===== src/rtl/digit_entry_sequencer.sv =====
// Answer-entry front end: synchronizes the enter button, detects presses and strobes sw into
// the per-digit load registers in slot order. Define DIGIT_ENTRY_DEBOUNCE_EN to enable debouncing.
module digit_entry_sequencer #(
  parameter int unsigned NUM_DIGITS      = 4,
  parameter int unsigned DEBOUNCE_CYCLES = 16
) (
  input  logic                  clk,
  input  logic                  rst,
  input  logic                  start,
  input  logic                  clear,
  input  logic                  enter_btn,
  input  logic [3:0]            sw,
  output logic [3:0]            d_out,
  output logic [NUM_DIGITS-1:0] load,
  output logic [2:0]            digit_idx,
  output logic                  busy,
  output logic                  done
);

  localparam logic [1:0] StIdle  = 2'd0;
  localparam logic [1:0] StEntry = 2'd1;
  localparam logic [1:0] StFull  = 2'd2;

  logic sync1_q, sync2_q;
  logic level;
  logic level_prev_q;
  logic press_q;

  always_ff @(posedge clk) begin
    if (rst) begin
      sync1_q <= 1'b0;
      sync2_q <= 1'b0;
    end else begin
      sync1_q <= enter_btn;
      sync2_q <= sync1_q;
    end
  end

`ifdef DIGIT_ENTRY_DEBOUNCE_EN
  localparam int unsigned CntW = (DEBOUNCE_CYCLES > 2) ? $clog2(DEBOUNCE_CYCLES) : 1;

  logic [CntW-1:0] cnt_q;
  logic            filt_q;

  // Counter restarts on any agreement, so only an unbroken run of disagreement flips the level.
  always_ff @(posedge clk) begin
    if (rst) begin
      cnt_q  <= '0;
      filt_q <= 1'b0;
    end else if (sync2_q == filt_q) begin
      cnt_q <= '0;
    end else if (cnt_q == CntW'(DEBOUNCE_CYCLES - 1)) begin
      cnt_q  <= '0;
      filt_q <= sync2_q;
    end else begin
      cnt_q <= cnt_q + CntW'(1);
    end
  end

  assign level = filt_q;
`else
  logic unused_debounce;
  assign unused_debounce = ^DEBOUNCE_CYCLES;
  assign level           = sync2_q;
`endif

  always_ff @(posedge clk) begin
    if (rst) begin
      level_prev_q <= 1'b0;
      press_q      <= 1'b0;
    end else begin
      level_prev_q <= level;
      press_q      <= level & ~level_prev_q;
    end
  end

  logic [1:0]            state_q, state_d;
  logic [2:0]            idx_q, idx_d;
  logic [3:0]            d_out_q, d_out_d;
  logic [NUM_DIGITS-1:0] load_q, load_d;

  always_comb begin
    state_d = state_q;
    idx_d   = idx_q;
    d_out_d = d_out_q;
    load_d  = '0;
    if (clear) begin
      state_d = StIdle;
      idx_d   = 3'd0;
    end else if (start) begin
      state_d = StEntry;
      idx_d   = 3'd0;
    end else if (state_q == StEntry && press_q) begin
      for (int unsigned k = 0; k < NUM_DIGITS; k++) begin
        load_d[k] = (idx_q == 3'(k));
      end
      d_out_d = sw;
      idx_d   = idx_q + 3'd1;
      if (idx_d == 3'(NUM_DIGITS)) begin
        state_d = StFull;
      end
    end
  end

  always_ff @(posedge clk) begin
    if (rst) begin
      state_q <= StIdle;
      idx_q   <= 3'd0;
      d_out_q <= 4'd0;
      load_q  <= '0;
    end else begin
      state_q <= state_d;
      idx_q   <= idx_d;
      d_out_q <= d_out_d;
      load_q  <= load_d;
    end
  end

  assign d_out     = d_out_q;
  assign load      = load_q;
  assign digit_idx = idx_q;
  assign busy      = (state_q == StEntry);
  assign done      = (state_q == StFull);

endmodule


===== config.mk =====
export PLATFORM = sky130hd
export DESIGN_NAME = digit_entry_sequencer
export DESIGN_NICKNAME = d
export VERILOG_FILES = /design/src/rtl/digit_entry_sequencer.sv
export SDC_FILE = /design/constraint.sdc
export NUM_CORES = 1
export LEC_CHECK = 0
export CAP_MARGIN = 10
export CELL_PAD_IN_SITES_DETAIL_PLACEMENT = 1
export CELL_PAD_IN_SITES_GLOBAL_PLACEMENT = 1
export CORE_MARGIN = 4
export CORE_UTILIZATION = 37
export DETAILED_ROUTE_END_ITERATION = 8
export PLACE_DENSITY = 0.82
export REMOVE_ABC_BUFFERS = 1
export SLEW_MARGIN = 20
export SYNTH_ARGS = -nofsm -noshare
export SYNTH_HDL_FRONTEND = slang
export SYNTH_SLANG_ARGS = --single-unit

===== constraint.sdc =====
create_clock -name clk -period 2.31 [get_ports clk]
set_input_delay 0.462 -clock clk [delete_from_list [all_inputs] [get_ports clk]]
set_output_delay 0.462 -clock clk [all_outputs]
set_load 0.01 [all_outputs]

==> metrics.txt, run 1 <==
vias in the first global route 579; Initial DRC Count 3; Post-DP Area 985 um^2; Cell Pwr Density 482 mW/mm^2; Synthesis Warnings 0; hold_buf cts 0; mux contribution to synthesized area 6.77%; DP Cell Count 112; Max Clk Rate 528 MHz; largest family of logic cells by synthesized area simple AND/OR/NAND/NOR gates; minimum clock period 1890 ps; Clock power frac 31.8%; final setup margin 417 ps; die area 0.00278 mm^2; IO Port Bufs 21; Post-Route WL 1480 um; M3 GR Usage 3.42%; DR vias/cell 4.63; Syn Area/Cell 11.2 um^2; grt total ovfl 0; Num Clock Sinks 17; H-tree Lvls 1; CP max FO 5; DIE WIDTH 52.7 um; WL per Instance 12.8 um; Simple-Gate Fraction of Synth Area 28.9%; Setup Skew 5.04 ps; period utilization 81.9%; Tightest Hold Check Type reg2reg; Die H 52.7 um; Inserted Clock Buffers 3; grt peak-use layer met2; Compound-Gate Fraction of Synth Area 3.89%; sequential share of the synthesized area 46.0%; CTS root buffer clkbuf_4; cts repair resizes 0; Synth area leader dfxtp_1; Area Overhead vs Synth 36.7%; RSZ-0062 raised after global routing false; Max Cap Viol 0; Final Hold Viols 0; clock transition at the registers of the reported paths 90 ps; Top Family by Delay on Critical Path buffers and inverters; Sw Share 21.1%; global placer's final weighted congestion 0.787; cell internal pwr 384 uW; Rel. slew slack 72.4%; maximum VDD drop 0.287 mV; critical path's largest stage delay 540 ps; post-route ant nets 0; #FFs+latches synth 17; DR vias 537; critical path startpoint category flip-flop; Core Box Area 0.00180 mm^2; Synth Cell Area 739 um^2; Post-Synth Adder-Cell Area 10.2%; part of the power in combinational logic 6.8%; DRC 0; met2 Resource Use GR 20.0%; Setup Buffers After CTS 0; pre-CTS setup slack 554 ps; global-route usage over all layers 13.1%; Design Area, Final 0.00101 mm^2; HPWL after DPL 1130 um; fraction of layout instances using a drive strength above 1 12.1%; final slew viol count 0; Slowest-stage cell, CP clkdlybuf4s50_1; Ports 22; largest net degree at the start of global routing 17; Final Setup Violations 0; critical setup path kind reg2out; CP endpoint kind output pin; setup slack, reg-to-reg 940 ps; ranking of synthesized cells by area dfxtp_1 (46%), ha_1 (10%), nand2b_1 (7.6%); CP Buf/Inv Count 1; First-pass DRT Iterations 2; Initial Util 41.0%; met1 Track Usage GR 16.2%; Worst Tran Pin Value 411 ps; CTS tree done; Total Nets Final 107; Post-Synthesis Cells 66; xor/xnor cell area share of the yosys netlist 1.18%; Longest Clk Path Bufs 2; outcome completed; Worst EP arrival 1430 ps; initial antenna violation count 0; # rows 15; total power 487 uW; non-filler cells, final 116; worst path cell trace nor2b_1 -> clkdlybuf4s50_1; Clock Latency Late Sink 290 ps; first-pass GRT wire length 2620 um; TNS Setup 0 ps; Yosys cell types 18; Worst EP required 1850 ps; Diodes inserted 0; sequential power share 61.4%; switching pwr 103 uW; Yosys top cell area share 46.0%; Leak 0.000405 uW
==> layout make-up <==
| class | instances | area [um^2] |
|---|---|---|
| Tap cell | 25 | 31.3 |
| Sequential cell | 17 | 340 |
| Fill cell | 216 | 791 |
| Clock buffer | 4 | 26.3 |
| Multi-Input combinational cell | 43 | 377 |
| Timing Repair Buffer | 22 | 218 |
| Inverter | 5 | 18.8 |
==> cells in the mapped netlist <==
master    instances
a211oi_1          2
a41oi_1           1
buf_1             1
dfxtp_1          17
ha_1              6
inv_1             5
mux2i_1           5
nand2b_1          9
nand3b_4          1
nor2_1            4
nor2b_1           6
nor3_2            1
nor3b_2           1
nor4b_2           3
o21ai_1           1
or3_1             1
or3_4             1
xnor2_1           1
==> worst register-to-register path, delay by kind of cell (launching register included) <==
family	cells	cell delay, ps
fa+ha+maj	2	520
flops	1	360
compound gates	2	300
simple gates	1	120
==> through the flow <==
| stage | hold WS [ps] | utilization [%] |
|---|---|---|
| 2_1_floorplan | 367 | - |
| 3_5_place_dp | 385 | 54.7 |
| 4_1_cts | 400 | 56.1 |
| 3_3_place_gp | 372 | 54.7 |
| 6_report | 400 | 56.1 |
| 5_1_grt | 430 | 56.1 |
==> cell families after synthesis <==
group	count (synthesis)
AOI/OAI and AO/OA	4
xor gates and xnor gates	1
adders and majority gates	6
buffers and inverters	6
DFF	17
muxes	5
and+or+nand+nor	27
==> state kept, by name (all words and copies together) (netlist names) <==
signal / flops
level_prev_q: 1
sync1_q: 1
digit_idx: 3
press_q: 1
level: 1
state_q: 2
d_out: 4
load: 4
==> power by group through the flow <==
stage	Combinational (uW)	Clock [uW]	Sequential, uW
6_report	33.3	155	299
5_1_grt	36.6	180	300
4_1_cts	33.6	168	299
3_5_place_dp	33.5	0	306
3_3_place_gp	32.2	0	305
2_1_floorplan	9.63	0	305
==> layout by cell type (no fill, tap or decap), types with 2 or more instances in the layout <==
cell             netlist  layout
clkdlybuf4s50_1        0      21
dfxtp_1               17      17
nand2b_1               9       9
nor2b_1                6       6
ha_1                   6       6
inv_1                  5       5
mux2i_1                5       5
nor2_1                 4       4
nor4b_2                3       3
clkbuf_4               0       3
a211oi_1               2       2
==> final timing paths <==
kind | start | endpoint | cells past startpoint
max reg2reg | digit_idx[0] | state_q[0] | 5
max | state_q[0] | busy | 2
min | level_prev_q | press_q | 1
min reg2reg | level_prev_q | press_q | 1
==> per-layer routing <==
layer,vias to the layer above,part of all wire (%)
met5,-,0
li1,268,-
met3,4,6.9
met2,19,46
met1,246,45
met4,0,2.0
Note: power is estimated with default switching activity, not from simulation.
==> run 2, diff against run 1 <==
--- a/config.mk
+++ b/config.mk
@@ -9,9 +9,9 @@
 export CELL_PAD_IN_SITES_DETAIL_PLACEMENT = 1
 export CELL_PAD_IN_SITES_GLOBAL_PLACEMENT = 1
 export CORE_MARGIN = 4
-export CORE_UTILIZATION = 37
+export CORE_UTILIZATION = 31
 export DETAILED_ROUTE_END_ITERATION = 8
-export PLACE_DENSITY = 0.82
+export PLACE_DENSITY = 0.74
 export REMOVE_ABC_BUFFERS = 1
 export SLEW_MARGIN = 20
 export SYNTH_ARGS = -nofsm -noshare
==> constraint.sdc (replaced) <==
create_clock -name clk -period 1.7 [get_ports clk]
set_input_delay 0.34 -clock clk [delete_from_list [all_inputs] [get_ports clk]]
set_output_delay 0.34 -clock clk [all_outputs]
set_load 0.01 [all_outputs]
==> metrics.txt, run 2 (same netlist as run 1, synthesis figures left out) <==
critical path startpoint category flip-flop; pre-CTS setup slack 112 ps (-443 ps); Setup Buffers After CTS 0 (unchanged); final slew viol count 0 (unchanged); Total Nets Final 107 (unchanged); DRC 0 (unchanged); final setup margin 73.7 ps (-343 ps); vias in the first global route 503 (-13%); TNS Setup 0 ps (unchanged); minimum clock period 1630 ps; Hold WS 392 ps (-8.02 ps); RSZ-0062 raised after global routing false; CP max FO 5 (unchanged); critical setup path kind reg2out; critical path's largest stage delay 570 ps (+30 ps); global-route usage over all layers 9.08% (-4.0 points); worst path cell trace clkdlybuf4s50_1; global placer's final weighted congestion 0.710 (-9.7%); die area 0.00323 mm^2 (+16%); Leak 0.000415 uW (+2.6%); Initial Util 33.1% (-7.9 points); HPWL after DPL 1050 um (-7.3%); IO Port Bufs 21 (unchanged); Post-Route WL 1330 um (-10%); DR vias/cell 4.52 (-2.3%); CP endpoint kind output pin; DIE WIDTH 56.8 um (+7.8%); DR vias 538 (+0.19%); Num Clock Sinks 17 (unchanged); initial antenna violation count 0 (unchanged); Rel. slew slack 72.7% (+0.27 points); Cell Pwr Density 656 mW/mm^2 (+36%); largest net degree at the start of global routing 17 (unchanged); Longest Clk Path Bufs 2 (unchanged); non-filler cells, final 119 (+2.6%); fraction of layout instances using a drive strength above 1 15.4% (+3.3 points); First-pass DRT Iterations 4 (+2); Worst EP arrival 1290 ps (-140 ps); maximum VDD drop 0.362 mV (+26%); Diodes inserted 0 (unchanged); Setup Skew 1.09 ps (-3.95 ps); most common cell after layout, fill and taps aside clkdlybuf4s50_1; first-pass GRT wire length 2170 um (-17%); Core Box Area 0.00223 mm^2 (+24%); Top Family by Delay on Critical Path buffers and inverters; Final Hold Viols 0 (unchanged); Max Cap Viol 0 (unchanged); Die H 56.8 um (+7.8%); Inserted Clock Buffers 3 (unchanged); CTS tree done; Clock Latency Late Sink 290 ps (about the same); # rows 17 (+2); post-route ant nets 0 (unchanged); Max Clk Rate 615 MHz; Initial DRC Count 4 (+1); clock transition at the registers of the reported paths 100 ps (about the same); Worst Tran Pin Value 407 ps (-4.03 ps); period utilization 95.7%; Slowest-stage cell, CP clkdlybuf4s50_1; DP Cell Count 115 (+2.7%); outcome completed; grt total ovfl 0 (unchanged); WL per Instance 11.2 um (-12%); Worst EP required 1360 ps (-490 ps); H-tree Lvls 1 (unchanged); CTS root buffer clkbuf_4; most frequent cells in the layout clkdlybuf4s50_1 (19), dfxtp_1 (14), nand2b_1 (9); Area Overhead vs Synth 37.7%; Final Setup Violations 0 (unchanged); CP Buf/Inv Count 1 (unchanged); Tightest Hold Check Type reg2reg; Ports 22 (unchanged)
run 2: report_power, final:
part | internal [uW] | switching [uW] | leakage [uW]
Sequential | 402 | 3.07 | 0.000139
Clock | 91.3 | 129 | 0.0000150
Combinational | 27.4 | 16.0 | 0.000261
Total | 521 | 148 | 0.000415
run 2: area by class of cell:
| type | count | area, um^2 |
|---|---|---|
| Sequential cell | 17 | 347 |
| Multi-Input combinational cell | 43 | 377 |
| Clock buffer | 4 | 26.3 |
| Fill cell | 260 | 1210 |
| Inverter | 5 | 18.8 |
| Timing Repair Buffer | 22 | 215 |
| Tap cell | 28 | 35.0 |
run 2: path summary, 6_finish.rpt:
path	from	to	slack, ps	cells past startpoint
max reg2reg	digit_idx[0]	state_q[0]	370	5
min	level_prev_q	press_q	390	1
min reg2reg	level_prev_q	press_q	390	1
max	digit_idx[0]	digit_idx[0]	70	1
run 2: what timing repair did:
action                                  CTS  global route
gates resized for setup                   4             2
hold buffers                              0             0
hold endpoints to repair                  0             0
endpoints found under the setup margin    2             2
run 2: metrics by stage:
stage	util, %	power, uW	cell area, um^2
floorplan	-	428	736
global placement	44.3	459	988
detailed placement	44.3	461	988
CTS	45.5	679	1020
global route	45.6	709	1020
finish	45.6	668	1020
run 2: metal layers:
metal  GRT usage [%]  up-vias  routed length [um]
met2            13.7       21                 593
met4            6.95        0                  41
met1            9.64      240                 584
li1                -      272                   -
met5               0        -                   0
met3            4.37        5                 114
==> run 3, diff against run 2 <==
--- a/config.mk
+++ b/config.mk
@@ -12,6 +12,7 @@
 export CORE_UTILIZATION = 31
 export DETAILED_ROUTE_END_ITERATION = 8
 export PLACE_DENSITY = 0.74
+export RECOVER_POWER = 25
 export REMOVE_ABC_BUFFERS = 1
 export SLEW_MARGIN = 20
 export SYNTH_ARGS = -nofsm -noshare
==> metrics.txt, run 3 (same netlist as run 1, synthesis figures left out) <==
outcome completed; fraction of layout instances using a drive strength above 1 13.2% (-2.2 points); Total Nets Final 107 (unchanged); Area Overhead vs Synth 36.5%; Inserted Clock Buffers 3 (unchanged); final setup margin 73.5 ps (-0.210 ps); DRC 0 (unchanged); critical setup path kind reg2out; Rel. slew slack 56.0% (-17 points); critical path's largest stage delay 570 ps (about the same); most frequent cells in the layout clkdlybuf4s50_1 (17), dfxtp_1 (14), nand2b_1 (9); Initial DRC Count 3 (-1); Initial Util 33.1% (unchanged); Slowest-stage cell, CP clkdlybuf4s50_1; setup slack, reg-to-reg 350 ps (-20 ps); met3 routed WL 114 um (unchanged); first-pass GRT wire length 2170 um (unchanged); DR vias 533 (-0.93%); Final Hold Viols 0 (unchanged); post-route ant nets 0 (unchanged); Post-Route WL 1340 um (+0.53%); Max Clk Rate 615 MHz (about the same); maximum VDD drop 0.362 mV (about the same); Setup Skew 0.586 ps (-0.501 ps); minimum clock period 1630 ps (+0.210 ps); Critical path origin digit_idx[0]; # rows 17 (unchanged); critical path startpoint category flip-flop; FF-to-FF Start digit_idx[0]; Top Family by Delay on Critical Path buffers and inverters; DR vias/cell 4.48 (-0.93%); global-route usage over all layers 9.08% (unchanged); Cell Pwr Density 659 mW/mm^2 (+0.49%); grt total ovfl 0 (unchanged); global placer's final weighted congestion 0.710 (unchanged); Worst Tran Pin Value 660 ps (+253 ps); uppermost layer routed met4; WL met2 580 um (-2.2%); Hold WS 392 ps (-0.0110 ps); min-delay src level_prev_q; IO Port Bufs 21 (unchanged); r2r worst-path depth 5 (unchanged); CP endpoint kind output pin; vias in the first global route 503 (unchanged); Die H 56.8 um (unchanged); worst path cell trace clkdlybuf4s50_1; initial antenna violation count 0 (unchanged); DIE WIDTH 56.8 um (unchanged); Core Box Area 0.00223 mm^2 (unchanged); CTS tree done; largest net degree at the start of global routing 17 (unchanged); TNS Setup 0 ps (unchanged); Leak 0.000412 uW (-0.74%); CP max FO 5 (unchanged); Diodes inserted 0 (unchanged); pre-CTS setup slack 112 ps (unchanged); critical path depth in cells 1 (unchanged); CP Buf/Inv Count 1 (unchanged); RSZ-0062 raised after global routing false; Worst EP arrival 1290 ps (about the same); most common cell after layout, fill and taps aside clkdlybuf4s50_1; Max Cap Viol 0 (unchanged); Longest Clk Path Bufs 2 (unchanged); Setup crit end digit_idx[0]; CTS root buffer clkbuf_4; HPWL after DPL 1050 um (unchanged); Final Setup Violations 0 (unchanged); period utilization 95.7% (about the same); First-pass DRT Iterations 4 (unchanged); WL per Instance 11.3 um (+0.53%); Worst EP required 1360 ps (about the same); clock transition at the registers of the reported paths 100 ps (about the same); Metal-1 WL 604 um (+3.4%); Clock Latency Late Sink 290 ps (about the same); die area 0.00323 mm^2 (unchanged); r2r endpoint state_q[0]; H-tree Lvls 1 (unchanged); final slew viol count 0 (unchanged); Ports 22 (unchanged); Setup Buffers After CTS 0 (unchanged); Num Clock Sinks 17 (unchanged); Tightest Hold Check Type reg2reg
==> run 3: cell types whose count changed in the layout (fill, tap and decap cells not counted), sizes merged <==
cell,change
buf,-1
clkdlybuf4s50,-2
clkbuf,+1
dlygate4sd3,+2
==> run 3: metal layers <==
| metal | global-route usage [%] | vias up |
|---|---|---|
| met5 | 0 | - |
| met4 | 6.95 | 0 |
| li1 | - | 271 |
| met2 | 13.7 | 21 |
| met1 | 9.64 | 236 |
| met3 | 4.37 | 5 |
==> run 3: final cells by class <==
class / count / area [um^2]
well taps: 28 / 35.0
fillers: 260 / 1220
flip-flops and latches: 17 / 347
clock buffers: 4 / 26.3
repair buffers: 22 / 211
multi-input cells: 43 / 372
inverters: 5 / 18.8
==> run 3: stage by stage <==
step | utilization, % | instance area (um^2) | power, uW | cells
after CTS | 45.5 | 1020 | 679 | 119
after global routing | 45.2 | 1010 | 707 | 119
final | 45.2 | 1010 | 666 | 119
after detailed placement | 44.3 | 988 | 461 | 115
after floorplan | - | 736 | 428 | 65
after global placement | 44.3 | 988 | 459 | 115
==> run 3: power by group <==
part / internal (uW) / switching [uW]
clock: 91.3 / 128
combinational: 25.4 / 15.9
sequential: 402 / 3.07
==> run 3: how the worst min path moves through the flow <==
stage               depth (start not counted)  slack, ps  endpoint
floorplan                                   1        370   press_q
CTS                                         1        390   press_q
finish                                      1        390   press_q
detailed placement                          1        380   press_q
global route                                1        400   press_q
global placement                            1        370   press_q
==> run 3: what timing repair did <==
action,in CTS,in global routing
hold buffers,0,0
resized for setup,4,2
pin swaps,0,0
setup endpoints to repair,2,2
